<file path="src/rtl/uart_tx_pkg.sv">
// Shared UART definitions: state encodings, default frame geometry and parity modes.
// Imported by the transmitter and by the matching receiver.
package uart_tx_pkg;

   typedef enum logic [2:0] {
      ST_IDLE   = 3'b000,
      ST_START  = 3'b001,
      ST_DATA   = 3'b010,
      ST_STOP   = 3'b011,
      ST_PARITY = 3'b100
   } uart_state_t;

   localparam int DEF_CLK_DIV   = 10;
   localparam int DEF_DATA_SIZE = 8;

   localparam logic PARITY_MODE_EVEN = 1'b0;
   localparam logic PARITY_MODE_ODD  = 1'b1;

endpackage

</file>
<file path="src/rtl/uart_baud_gen.sv">
// Bit-time divider: counts 0..CLK_DIV-1 while enabled and flags the last count.
// Held at zero when disabled or cleared, so every bit starts on a fresh count.
module uart_baud_gen
   import uart_tx_pkg::*;
#(
   parameter int CLK_DIV = DEF_CLK_DIV
) (
   input  logic clk,
   input  logic reset,
   input  logic i_en,
   input  logic i_clr,
   output logic o_tick
);

   localparam int CW = $clog2(CLK_DIV);
   localparam logic [CW-1:0] LAST_CNT = CW'(CLK_DIV - 1);

   logic [CW-1:0] r_cnt;

   always_ff @(posedge clk) begin
      if (!reset) begin
         r_cnt <= '0;
      end else if (i_clr || !i_en) begin
         r_cnt <= '0;
      end else if (r_cnt == LAST_CNT) begin
         r_cnt <= '0;
      end else begin
         r_cnt <= r_cnt + 1'b1;
      end
   end

   assign o_tick = i_en && (r_cnt == LAST_CNT);

endmodule

</file>
<file path="src/rtl/uart_tx.sv">
// UART transmitter: valid/ready word intake, start + LSB-first data + optional parity + stop.
// All outputs come from registers or a decode of the registered state.
module uart_tx
   import uart_tx_pkg::*;
#(
   parameter int CLK_DIV    = DEF_CLK_DIV,
   parameter int DATA_SIZE  = DEF_DATA_SIZE,
   parameter int PARITY_EN  = 1,
   parameter int PARITY_ODD = 0
) (
   input  logic                 clk,
   input  logic                 reset,
   input  logic                 tx_valid,
   input  logic [DATA_SIZE-1:0] tx_data,
   output logic                 tx_ready,
   output logic                 busy,
   output logic                 tx,
   output logic                 done
);

   localparam int BW = $clog2(DATA_SIZE);
   localparam logic [BW-1:0] LAST_BIT = BW'(DATA_SIZE - 1);
   localparam logic ODD_MODE = (PARITY_ODD != 0) ? PARITY_MODE_ODD : PARITY_MODE_EVEN;

   uart_state_t          r_state, w_state_next;
   logic [DATA_SIZE-1:0] r_shift, w_shift_next;
   logic [BW-1:0]        r_bit_cnt, w_bit_cnt_next;
   logic                 r_parity, w_parity_next;
   logic                 r_tx, w_tx_next;
   logic                 r_done, w_done_next;
   logic                 w_idle, w_accept, w_tick;

   assign w_idle   = (r_state == ST_IDLE);
   assign w_accept = tx_valid && w_idle;

   uart_baud_gen #(
      .CLK_DIV(CLK_DIV)
   ) u_baud (
      .clk    (clk),
      .reset  (reset),
      .i_en   (!w_idle),
      .i_clr  (w_accept),
      .o_tick (w_tick)
   );

   always_ff @(posedge clk) begin
      if (!reset) begin
         r_state   <= ST_IDLE;
         r_shift   <= '0;
         r_bit_cnt <= '0;
         r_parity  <= 1'b0;
         r_tx      <= 1'b1;
         r_done    <= 1'b0;
      end else begin
         r_state   <= w_state_next;
         r_shift   <= w_shift_next;
         r_bit_cnt <= w_bit_cnt_next;
         r_parity  <= w_parity_next;
         r_tx      <= w_tx_next;
         r_done    <= w_done_next;
      end
   end

   // tx is loaded with the value of the bit that the next state will drive
   always_comb begin
      w_state_next   = r_state;
      w_shift_next   = r_shift;
      w_bit_cnt_next = r_bit_cnt;
      w_parity_next  = r_parity;
      w_tx_next      = r_tx;
      w_done_next    = 1'b0;
      case (r_state)
         ST_IDLE: begin
            w_tx_next = 1'b1;
            if (w_accept) begin
               w_state_next  = ST_START;
               w_shift_next  = tx_data;
               w_parity_next = (^tx_data) ^ ODD_MODE;
               w_tx_next     = 1'b0;
            end
         end
         ST_START: begin
            if (w_tick) begin
               w_state_next = ST_DATA;
               w_tx_next    = r_shift[0];
            end
         end
         ST_DATA: begin
            if (w_tick) begin
               w_shift_next = r_shift >> 1;
               if (r_bit_cnt == LAST_BIT) begin
                  w_bit_cnt_next = '0;
                  if (PARITY_EN != 0) begin
                     w_state_next = ST_PARITY;
                     w_tx_next    = r_parity;
                  end else begin
                     w_state_next = ST_STOP;
                     w_tx_next    = 1'b1;
                  end
               end else begin
                  w_bit_cnt_next = r_bit_cnt + 1'b1;
                  w_tx_next      = r_shift[1];
               end
            end
         end
         ST_PARITY: begin
            if (w_tick) begin
               w_state_next = ST_STOP;
               w_tx_next    = 1'b1;
            end
         end
         ST_STOP: begin
            if (w_tick) begin
               w_state_next = ST_IDLE;
               w_tx_next    = 1'b1;
               w_done_next  = 1'b1;
            end
         end
         default: begin
            w_state_next   = ST_IDLE;
            w_bit_cnt_next = '0;
            w_tx_next      = 1'b1;
         end
      endcase
   end

   assign tx_ready = w_idle;
   assign busy     = !w_idle;
   assign tx       = r_tx;
   assign done     = r_done;

endmodule

</file>
<file path="config.mk">
export PLATFORM = sky130hd
export DESIGN_NAME = uart_tx
export DESIGN_NICKNAME = d
export VERILOG_FILES = /design/src/rtl/uart_tx_pkg.sv /design/src/rtl/uart_baud_gen.sv /design/src/rtl/uart_tx.sv
export SDC_FILE = /design/constraint.sdc
export NUM_CORES = 1
export LEC_CHECK = 0
export CAP_MARGIN = 10
export CORE_ASPECT_RATIO = 1.2
export CORE_MARGIN = 4
export CORE_UTILIZATION = 42
export DETAILED_ROUTE_END_ITERATION = 7
export GPL_ROUTABILITY_DRIVEN = 0
export PLACE_DENSITY_LB_ADDON = 0.05
export SETUP_SLACK_MARGIN = 0.1
export SYNTH_ARGS = -nofsm -noshare
export SYNTH_HDL_FRONTEND = slang
export SYNTH_SLANG_ARGS = --single-unit
</file>
<file path="constraint.sdc">
create_clock -name clk -period 3.7 [get_ports clk]
set_input_delay 0.74 -clock clk [delete_from_list [all_inputs] [get_ports clk]]
set_output_delay 0.74 -clock clk [all_outputs]
set_load 0.03 [all_outputs]
</file>
# Word-level counts from Yosys, hierarchy flattened
# Index checks and enable logic that the tools add are counted.
# totals
inputBits,11
regBits,21
ramBits,0
latch_bits,0
mem_bits_ro,0
mem_count,0
output_inout_bits,4
elab_cells,60
# op_classes
n_mux,20
div,0
n_bitwise,2
n_eq_ne,13
shift,0
magnitude_cmp,0
n_reduce_logical,16
addsub,2
multipliers,0
# ops
operator,n
two-way mux 3 bit,8
two-way mux 8 bit,2
case mux 8 bit (2 select lines),1
case mux 3 bit (5 select lines),1
"inequality test 2 x 1 -> 1 bit, second input constant",6
XOR reduction 8 bit,1
"equality test 3 x 2 -> 1 bit, second input constant",2
"equality test 3 bit, second input constant",2
two-way mux 1 bit,6
case mux 3 bit (2 select lines),1
AND reduction 2 bit,3
AND reduction 3 bit,2
AND reduction 6 bit,1
"adder 4 x 1 -> 4 bit, second input constant",1
"equality test 4 bit, second input constant",1
case mux 1 bit (4 select lines),1
OR reduction 4 bit,1
"adder 3 x 1 -> 3 bit, second input constant",1
"equality test 3 x 1 -> 1 bit, second input constant",1
logical NOT 3 bit,1
OR reduction 3 bit,1
logical AND 1 bit,2
"inequality test 2 bit, second input constant",1
inverter 1 bit,2
other kinds (4),4

# Longest topological paths before layout
# logic_depth
depth_word,5
ltp_mapped,8
mapped_depth_nobuf,6

# Hierarchy
# From an unflattened synthesis, not the netlist that was laid out.
# hier_totals
cells_unflattened,120
hier_area_um2,1131.1
# by_module_without_submodules
mod,area_per_inst_um2,seq_area_each_um2,n_inst,cells_per_inst
uart_tx,954.7,340.3,1,102
uart_baud_gen,176.4,80.1,1,18

# Least setup slack after synthesis
# Ideal clock, no wire load.
# synth_timing
path_kind,register to output
start,reg r_state[0]
end,out busy
required_time_ns,2.960
arrival_time_ns,1.675
path_stages_with_launch,4
path_buffers,1
setup_slack_ns,1.285
path_cell_list,dfxtp_1 > buf_2 > nor3_1 > inv_1
# synth_via
elab_chain_len,2
# synth_lines
item,line,source
"start, declared",uart_tx.sv:25,"uart_state_t r_state, w_state_next;"
"start signal, assigned",uart_tx.sv:55,r_state <= w_state_next;
logical NOT 3 bit,uart_tx.sv:33,assign w_idle = (r_state == ST_IDLE);
net tx_ready,uart_tx.sv:15,"output logic tx_ready,"
logical NOT 1 bit,uart_tx.sv:128,assign busy = !w_idle;
"end, declared",uart_tx.sv:16,"output logic busy,"
# The timed path passes the listed nets, and every way through them passes these cells.

# Worst setup path after layout
# layout_timing
start,reg r_state[2]
end,out busy
# layout_via
elab_chain_len,2
# layout_lines
item,line
logical NOT 3 bit,uart_tx.sv:33
logical NOT 1 bit,uart_tx.sv:128
# Every way passes these cells.

==> impl_metrics.tcl <==
set metrics [dict create \
    outcome "completed" \
    totalWireLength_mm 2.13 \
    clock_path_buffers 2 \
    min_path_type "register to register" \
    cp-end-kind "primary output" \
    final_area_sq_um 1260 \
    synth_common_cells "dfxtp_1, nand2_1, nor2_1" \
    grt_pass1_vias 867 \
    r2r_start "r_state[1]" \
    busiest_layer "met2" \
    ant_nets 0 \
    synth_area_leaders "dfxtp_1, nand2_1, xnor2_1, a311oi_1, nor2_1" \
    r2r_end "r_bit_cnt[1]" \
    place_inst 172 \
    synth_cells 132 \
    ys_seq_area_share_pct 38.4 \
    final.min_clock_period_ns 2.71 \
    fin_cells 176 \
    r2r_cells 3 \
    vias 933 \
    wl_per_cell_um 12.1 \
    cp.depth 3 \
    cts_tree "yes" \
    placeableCoreArea_sq_um 2530 \
    avgSynthCellArea_sq_um 8.29 \
    critical_path_arrival_ns 1.97 \
    die-area_sq_um 3490 \
    synth-async-reset-ratio_pct 0 \
    ys_seq_elements 21 \
    fin_crit_sh_pct 73.3 \
    yosysWarnings 0 \
    relSlewSlack_pct 62.4 \
    startpoint_type "register" \
    layout-drive-gt1-share_pct 4.90 \
    grt_remaining_overflow 0 \
    slowest_stage "dfxtp_1" \
    drc 0 \
    viasPerCell 5.30 \
    rows 20 \
    grt_pass1_wl_mm 3.77 \
    use_met1_pct 20.2 \
    synth_cell_types 33 \
    track_usage_pct 14.4 \
    cts_setup_buffers 0 \
    htree_levels 1 \
    yosysTopAreaCellShare_pct 38.4 \
    cp_cell_sequence "nor3_1, inv_1, clkdlybuf4s50_1" \
    use_met3_pct 2.33 \
    cts.hold.buffers_added 0 \
    synth_edf_count 0 \
    powerDensity_nw_per_um2 339 \
    r2r_setup_slack_ns 1.82 \
    p_leak_nw 0.470 \
    cts-buffers-inserted 3 \
    max_slew.worst_pin.slew_ns 0.563 \
    timing.critical_path.from "r_state[2]" \
    drv_slew 0 \
    ys.flop_type "dfxtp_1" \
    dr.pass1.iters 4 \
    die_h_um 63.9 \
    path_delay_family "buffers and inverters" \
    nets 159 \
    cpPeakStageDelay_ns 0.70 \
    insertedDiodeCount 0 \
    start_util_pct 43.3 \
    crit_type "register to primary output" \
    fin_tns_setup_ns 0 \
    ios 15 \
    die_w_um 54.6 \
    critPathBufInv 2 \
    antenna_found_initial 0 \
    fin_skew_ns 0.00495 \
    worstPathRequired_ns 2.96 \
    clk_latency_ns 0.30 \
    max_cap_viol_count 0 \
    setup_viol 0 \
    syn_to_final_growth_pct 15.4 \
    clk_pin_slew_ns 0.12 \
    ir_drop_mv 0.187 \
    yosysTopAreaCell "dfxtp_1" \
    hold_viol 0 \
    rsz0062_at_grt "no" \
    root_buffer "clkbuf_4" \
    synth.net_count 147 \
    endpoint "busy" \
    cts_sinks 21 \
    cp_max_fo 17 \
    grt_max_degree 18 \
    fmax_mhz 369 \
    syn_area_sq_um 1090 \
    dpl.hpwl_mm 1.55 \
    drt-initial-drc-count 16 \
    grt_use_met2_pct 20.6 \
    cts_resized 0 \
    placed_area_sq_um 1240 \
    port-buffer-count 14 \
]
[cell type report]
| type | instances | area, sq um |
|---|---|---|
| flip-flops and latches | 21 | 420 |
| multi-input cells | 98 | 609 |
| fillers | 275 | 1260 |
| well taps | 33 | 41.3 |
| repair buffers | 15 | 148 |
| clock buffers | 4 | 26.3 |
| inverters | 5 | 18.8 |
[worst min-delay path by stage]
| stage | startpoint | end | depth (start not counted) |
|---|---|---|---|
| after floorplan | u_baud.r_cnt[0] | u_baud.r_cnt[0] | 1 |
| after global placement | r_bit_cnt[1] | r_bit_cnt[1] | 2 |
| after detailed placement | r_shift[7] | r_shift[7] | 2 |
| after CTS | r_shift[7] | r_shift[7] | 2 |
| after global routing | r_shift[7] | r_shift[7] | 2 |
| final | r_shift[7] | r_shift[7] | 2 |
[through the flow]
| stage | hold WS [ns] | power [mW] | setup WS, ns | utilization (%) |
|---|---|---|---|---|
| after floorplan | 0.433 | 0.297 | 1.29 | - |
| final | 0.466 | 0.428 | 0.989 | 50.0 |
| after detailed placement | 0.453 | 0.322 | 1.34 | 49.0 |
| after CTS | 0.470 | 0.435 | 0.988 | 50.0 |
| after global placement | 0.447 | 0.321 | 1.36 | 49.0 |
| after global routing | 0.499 | 0.455 | 0.831 | 50.0 |
[cells by family after synthesis]
| family | synth area share, % |
|---|---|
| adder cells (fa/ha/maj) | 4.57 |
| AO/OA/AOI/OAI | 15.9 |
| flip-flops | 38.4 |
| XOR/XNOR | 7.20 |
| multiplexers | 3.77 |
| AND/OR/NAND/NOR | 24.2 |
| buffers and inverters | 5.94 |
[report_power, final]
group,internal (mW),switching [mW]
clock,0.0421,0.0695
combinational,0.0359,0.0343
sequential,0.237,0.00870
[state kept, by name, summed over array words and instances (netlist names)]
| name | count |
|---|---|
| tx | 1 |
| r_shift | 8 |
| done | 1 |
| r_parity | 1 |
| r_bit_cnt | 3 |
| r_state | 3 |
| u_baud.r_cnt | 4 |
[cell usage in the layout, fill, tap and decap left out, types with 2 or more instances in the layout]
master | synthesis | layout
nand2_1 | 21 | 21
dfxtp_1 | 21 | 21
nor2_1 | 16 | 16
clkdlybuf4s50_1 | 0 | 14
xnor2_1 | 8 | 8
a311oi_1 | 7 | 7
a21oi_1 | 7 | 7
inv_1 | 5 | 5
nand3_1 | 4 | 4
ha_1 | 4 | 4
nor3_1 | 3 | 3
o21ai_1 | 3 | 3
mux2i_1 | 3 | 3
clkbuf_4 | 0 | 3
nor3b_1 | 2 | 2
or4_1 | 2 | 2
a31oi_1 | 2 | 2
o21a_1 | 2 | 2
o21ai_0 | 2 | 2
[tightest hold or removal path, stage by stage (launching register included)]
cell and delay [ns]:
dfxtp_1 0.33, nand2_1 0.05, a21oi_1 0.05
[layer usage]
metal	vias to the layer above	part of all wire, %
li1	486	-
met1	427	48
met2	15	45
met3	5	3.9
met4	0	2.6
met5	-	0
No activity file was read; power rests on OpenSTA's default activity.
